[config.mk]
export PLATFORM = sky130hd
export DESIGN_NAME = matrix_mul
export DESIGN_NICKNAME = d
export VERILOG_FILES = /design/src/rtl/matrix_mul_pkg.sv /design/src/rtl/matrix_mul_dot.sv /design/src/rtl/matrix_mul.sv
export SDC_FILE = /design/constraint.sdc
export NUM_CORES = 2
export LEC_CHECK = 0
export CAP_MARGIN = 20
export CORE_MARGIN = 2
export CORE_UTILIZATION = 50
export DETAILED_ROUTE_END_ITERATION = 8
export HOLD_SLACK_MARGIN = 0.1
export PLACE_DENSITY = 0.72
export SLEW_MARGIN = 20
export SYNTH_ARGS = -nofsm -noshare
export SYNTH_HDL_FRONTEND = slang
export SYNTH_SLANG_ARGS = --single-unit
[constraint.sdc]
create_clock -name clk -period 8.6 [get_ports clk]
set_input_delay 1.72 -clock clk [delete_from_list [all_inputs] [get_ports clk]]
set_output_delay 1.72 -clock clk [all_outputs]
set_load 0.01 [all_outputs]
[src/rtl/matrix_mul_pkg.sv]
// matrix_mul_pkg: shared defaults, element types and flat-index helper for matrix_mul.
package matrix_mul_pkg;
  localparam int N  = 4;
  localparam int DW = 4;
  localparam int OW = 16;
  typedef logic [DW-1:0] elem_t;
  typedef logic [OW-1:0] res_t;
  function automatic int idx(input int i, input int j);
    return i * N + j;
  endfunction
endpackage

[src/rtl/matrix_mul_dot.sv]
// matrix_mul_dot: combinational N-term unsigned dot product of one A row and one B column.
module matrix_mul_dot
  import matrix_mul_pkg::*;
#(
  parameter int N  = matrix_mul_pkg::N,
  parameter int DW = matrix_mul_pkg::DW,
  parameter int OW = matrix_mul_pkg::OW
) (
  input  logic [N*DW-1:0] row_i,
  input  logic [N*DW-1:0] col_i,
  output logic [OW-1:0]   dot_o
);
  always_comb begin
    dot_o = '0;
    for (int k = 0; k < N; k++)
      dot_o = dot_o + OW'({{DW{1'b0}}, row_i[k*DW +: DW]} * {{DW{1'b0}}, col_i[k*DW +: DW]});
  end
endmodule

[src/rtl/matrix_mul.sv]
// matrix_mul: pipelined unsigned N x N matrix multiplier, Y = A * B, one pair per clock.
// Define MATRIX_MUL_OUTREG_EN to add a third output register stage (latency 3).
module matrix_mul
  import matrix_mul_pkg::*;
#(
  parameter int N  = matrix_mul_pkg::N,
  parameter int DW = matrix_mul_pkg::DW,
  parameter int OW = matrix_mul_pkg::OW
) (
  input  logic              clk,
  input  logic              rst_n,
  input  logic              in_valid,
  input  logic [N*N*DW-1:0] a_i,
  input  logic [N*N*DW-1:0] b_i,
  output logic              out_valid,
  output logic [N*N*OW-1:0] y_o
);
  localparam int MW = N * N * DW;
  localparam int YW = N * N * OW;
  logic          v1_q, v2_q;
  logic [MW-1:0] a_q, b_q;
  logic [YW-1:0] y_d, y2_q;
  always_ff @(posedge clk or negedge rst_n) begin
    if (!rst_n) begin
      v1_q <= 1'b0;
      v2_q <= 1'b0;
      a_q  <= '0;
      b_q  <= '0;
      y2_q <= '0;
    end else begin
      v1_q <= in_valid;
      v2_q <= v1_q;
      if (in_valid) begin
        a_q <= a_i;
        b_q <= b_i;
      end
      if (v1_q) y2_q <= y_d;
    end
  end
  // Row i of A is contiguous in the flat packing; column j of B is gathered with stride N.
  for (genvar i = 0; i < N; i++) begin : g_row
    for (genvar j = 0; j < N; j++) begin : g_col
      logic [N*DW-1:0] col;
      for (genvar k = 0; k < N; k++) begin : g_k
        assign col[k*DW +: DW] = b_q[(k*N+j)*DW +: DW];
      end
      matrix_mul_dot #(.N(N), .DW(DW), .OW(OW)) u_dot (
        .row_i(a_q[i*N*DW +: N*DW]),
        .col_i(col),
        .dot_o(y_d[(i*N+j)*OW +: OW])
      );
    end
  end
`ifdef MATRIX_MUL_OUTREG_EN
  logic          v3_q;
  logic [YW-1:0] y3_q;
  always_ff @(posedge clk or negedge rst_n) begin
    if (!rst_n) begin
      v3_q <= 1'b0;
      y3_q <= '0;
    end else begin
      v3_q <= v2_q;
      if (v2_q) y3_q <= y2_q;
    end
  end
  assign out_valid = v3_q;
  assign y_o       = y3_q;
`else
  assign out_valid = v2_q;
  assign y_o       = y2_q;
`endif
endmodule

* After elaboration in Yosys (flattened, before gate mapping)
Index checks and enable logic that the tools add are counted.
** Storage, ports and cells
- Bits in registers :: 386
- Latch bits :: 0
- Memory bits (writable) :: 0
- Memory bits (read-only) :: 0
- Bits of input ports :: 131
- Logic and storage cells :: 117
- Memories :: 0
** Cells by class
- Add/sub/neg operators :: 48
- Multiply operators :: 64
- Divide/modulo/power cells :: 0
- $lt $le $gt $ge :: 0
- Equal/unequal tests :: 0
- Shift operators :: 0
- Multiplexer cells :: 0
- Bitwise logic cells :: 0
- Reductions and logical operators :: 0
** Operator list (number)
- 16-bit by 8-bit adder with 16-bit output :: 32
- 4-bit by 4-bit multiplier with 8-bit output :: 64
- 8-bit by 8-bit adder with 9-bit output :: 16

* Depth between registers and ports, before layout
- Depth in word-level cells :: 4
- Gate-level depth with buffers :: 27
- Mapped depth without buffers :: 26

* By module
Synthesis repeated with hierarchy kept, for this count alone.
** Second synthesis, totals
- Cells, all modules :: 4948
- Area total of the unflattened synthesis :: 50973.9 µm²
** By module, submodules not included
- matrix_mul_dot (g_row[1].g_col[2].u_dot ...) :: times used 7, cells an instance 258, area each 2304.7 µm²
- matrix_mul :: times used 1, cells an instance 812, area each 14388.8 µm²
- matrix_mul_dot (g_row[0].g_col[0].u_dot ...) :: times used 6, cells an instance 260, area each 2275.9 µm²
- matrix_mul_dot (g_row[3].g_col[1].u_dot) :: times used 1, cells an instance 262, area each 2277.2 µm²
- matrix_mul_dot (g_row[3].g_col[3].u_dot) :: times used 1, cells an instance 254, area each 2262.2 µm²
- matrix_mul_dot (g_row[3].g_col[2].u_dot) :: times used 1, cells an instance 254, area each 2257.2 µm²

* Worst setup path after synthesis
Ideal clock, no wire load.
- Path kind :: register to register
- From :: reg b_q[6]
- To :: reg y2_q[88], in the netlist y_o[88]
- Library setup time :: 125 ps
- Arrival :: 6948 ps
- Required time :: 8475 ps
- Path slack :: 1527 ps
- Stages on the path, launching flop included :: 26
- Clock period less this slack :: 7073 ps
- Path through :: dfrtp_1 > buf_1 > and2_1 > fa_1 > inv_1 > fa_1 > inv_1 > fa_1 > inv_1 > fa_1 > inv_1 > fa_1 > inv_1 > fa_1 > fa_1 > inv_1 > fa_1 > inv_1 > fa_1 > inv_1 > fa_1 > a21o_1 > a311o_1 > a21oi_2 > xnor2_1 > mux2_4
** On the way
- Word-level cells in the longest chain between the ends :: 4
** Ends and longest elaborated chain
- from (decl) :: RTL line matrix_mul.sv:21 : logic [MW-1:0] a_q, b_q;
- from (signal assigned) :: RTL line matrix_mul.sv:35 : b_q <= b_i;
- 4-bit by 4-bit multiplier with 8-bit output :: RTL line matrix_mul_dot.sv:16 : dot_o = dot_o + OW'({{DW{1'b0}}, row_i[k*DW +: DW]} * {{DW{1'b0}}, col_i[k*DW +: DW]});
- 8-bit by 8-bit adder with 9-bit output :: RTL line matrix_mul_dot.sv:16
- 16-bit by 8-bit adder with 16-bit output (2 in series) :: RTL line matrix_mul_dot.sv:16
- to (signal assigned) :: RTL line matrix_mul.sv:37 : if (v1_q) y2_q <= y_d;
- to (decl) :: RTL line matrix_mul.sv:22 : logic [YW-1:0] y_d, y2_q;
No other way between the ends.
A chain may end at the register's enable or synchronous reset.

* Final worst setup path
- From :: reg a_q[33]
- To :: reg y2_q[185], in the netlist y_o[185]
** On the way
- Word-level cells in the longest chain between the ends :: 4
** Ends and longest elaborated chain
- from (decl) :: RTL line matrix_mul.sv:21
- from (signal assigned) :: RTL line matrix_mul.sv:34 : a_q <= a_i;
- 4-bit by 4-bit multiplier with 8-bit output :: RTL line matrix_mul_dot.sv:16
- 8-bit by 8-bit adder with 9-bit output :: RTL line matrix_mul_dot.sv:16
- 16-bit by 8-bit adder with 16-bit output (2 in series) :: RTL line matrix_mul_dot.sv:16
No other way between the ends.

==> results.json <==
{
  "synthSimpleGateAreaFrac": 0.140,
  "ant_nets": 0,
  "grt_pass1_wl_um": 216000,
  "synth.top_cell.area_share": 0.276,
  "cp.required_ns": 9.07,
  "io_pins": 388,
  "cts_hold_buf": 0,
  "via_count": 36027,
  "start_kind": "register",
  "dp_hpwl_um": 112000,
  "utilization": 0.561,
  "critPathTopFamily": "adder cells",
  "design_area_um2": 55300,
  "post_cts_buffers": 0,
  "antenna_found_initial": 7,
  "max_freq_mhz": 133,
  "synth_xor_xnor_area_share": 0.0179,
  "cpPeakStageDelay_ns": 0.77,
  "dp.cells": 6698,
  "finalHoldViolations": 0,
  "htreeDepth": 2,
  "synth-compound-area-share": 0.0661,
  "rows": 115,
  "synth-main-ff-cell": "dfrtp_1",
  "cts_buffers": 40,
  "globalplace.congestion": 0.907,
  "drc": 0,
  "synthCells": 5243,
  "synth_cell_types": 60,
  "worstPathCellList": "nand2_1, fa_1, fa_1, inv_1, fa_1, inv_1, fa_1, inv_1, fa_1, inv_1, fa_1, inv_1, fa_1, fa_1, inv_1, fa_1, inv_1, ha_1, a211oi_1, o21bai_1, a21oi_1, nor3_1, o32a_1",
  "finClkSkew_ns": 0.0347,
  "cpMostUsedCell": "fa_1",
  "routedWlPerCell_um": 20.6,
  "fin_tns_setup_ns": 0,
  "ys_warn_count": 0,
  "slowest_stage": "dfrtp_1",
  "syn_area_um2": 49800,
  "start_util": 0.505,
  "via_per_inst": 5.32,
  "final_common_cell": "inv_1",
  "clkTransAtPathRegs_ns": 0.06,
  "die-area_um2": 102000,
  "synthMuxAreaShare": 0.0510,
  "cp.arrival_ns": 8.01,
  "maxSlewHeadroom": 0.206,
  "syn_avg_cell_area_um2": 9.50,
  "placed_cell_area_um2": 53800,
  "cts_resized": 0,
  "layout.nets": 6992,
  "period_minus_slack_ns": 7.53,
  "drt_wl_total_um": 139000,
  "cts_tree": "yes",
  "yosysSeqAreaShare": 0.154,
  "grtUsageTotal": 0.276,
  "insertion_delay_ns": 0.62,
  "root_buffer": "clkbuf_16",
  "worstHoldPathType": "reg -> reg",
  "synth_top_area_cell": "fa_1",
  "port_buffers": 307,
  "worst_pin_slew_ns": 1.18,
  "layout_common_cells": "inv_1 (1171), and2_1 (756), ha_1 (720)",
  "fin_crit_sh": 0.876,
  "firstDrtPassIters": 6,
  "grt_max_degree": 140,
  "rsz0062_at_grt": "false",
  "fp.dieH_um": 320,
  "design.core.area_um2": 98600,
  "grt_pass1_vias": 37640,
  "max-cap-violations": 0,
  "clkSinkCount": 306,
  "path_class": "reg -> reg",
  "drive_above_1_share": 0.0611,
  "grt_overflow": 0,
  "drtIter0Drc": 2109,
  "synth-edff-count": 0,
  "end_kind": "register",
  "finalNonFillerCells": 6775,
  "postSynth.asyncResetShare": 1.00,
  "path_max_fanout": 17,
  "path_buf_inv": 7,
  "synth_fa_ha_area_frac": 0.457,
  "synth_top_family_by_area": "adder cells",
  "syn_to_final_growth_pct": 10.9,
  "setup-violations-final": 0,
  "die_w_um": 320,
  "status": "finished, final reports clean",
  "synth_area_leaders": "fa_1 (28%), ha_1 (18%), dfrtp_1 (15%), and2_1 (9.5%), inv_1 (8.8%)",
  "cts_buffer_depth": 3,
  "slew_viol_final": 0,
  "ys_ff_latch": 306
}
through the flow:
| stage | worst slack, ns | hold WS, ns |
|---|---|---|
| after floorplan | 1.53 | 0.408 |
| after global placement | 1.16 | 0.464 |
| after detailed placement | 1.12 | 0.468 |
| after CTS | 1.08 | 0.481 |
| after global routing | 0.774 | 0.494 |
| final | 1.07 | 0.477 |
flip-flops by register name, summed over array words and instances, names as in the netlist:
| name | flops |
|---|---|
| v1_q | 1 |
| b_q | 64 |
| y_o | 176 |
| a_q | 64 |
| out_valid | 1 |
path summary, 6_finish.rpt:
path	from	end	slack, ns	cells after the start
min in group asynchronous	rst_n	y_o[162]	1.01	1
min reg2reg	y_o[22]	y_o[22]	0.48	1
max reg2reg	a_q[33]	y_o[185]	1.07	23
max in group asynchronous	rst_n	v1_q	6.29	2
max	a_q[33]	y_o[185]	1.07	23
min	y_o[22]	y_o[22]	0.48	1
cells by family after synthesis:
kind of cell	after synthesis
other cells	1
xor+xnor	102
fa+ha+maj	1408
simple gates	1278
mux	226
compound gates	499
buf+inv	1423
flops	306
cell usage after synthesis (11+ instances only):
cell type  count
inv_1       1172
and2_1       756
ha_1         720
fa_1         688
nand2_1      335
dfrtp_1      306
mux2_2       213
clkbuf_1     143
o21ai_0      121
a21oi_1       97
xnor2_1       91
buf_4         80
nor2_1        70
a21o_1        58
a211oi_1      50
nor2b_1       36
o21a_1        30
o21bai_1      28
nor3_1        25
buf_2         24
o211ai_1      19
o2bb2ai_1     17
o31a_1        13
mux2i_1       11
nand2b_1      11
xor2_1        11
final cells by class:
type / instances / area, µm²
fillers: 8657 / 43300
multi-input cells: 3593 / 36800
flip-flops and latches: 306 / 7660
inverters: 1172 / 4400
repair buffers: 340 / 3340
well taps: 1287 / 1610
clock buffers: 49 / 1110
clock inverters: 25 / 345
diodes: 3 / 7.51
metal layers:
layer	wire length, µm	vias up	track usage
met5	0	-	0
met3	8830	236	0.0429
met1	54200	18208	0.335
met2	69600	1096	0.484
met4	6750	0	0.121
li1	-	16487	-
Power is not shown: default switching activity piles up to over one toggle a cycle in this logic, so the estimate is an artifact.
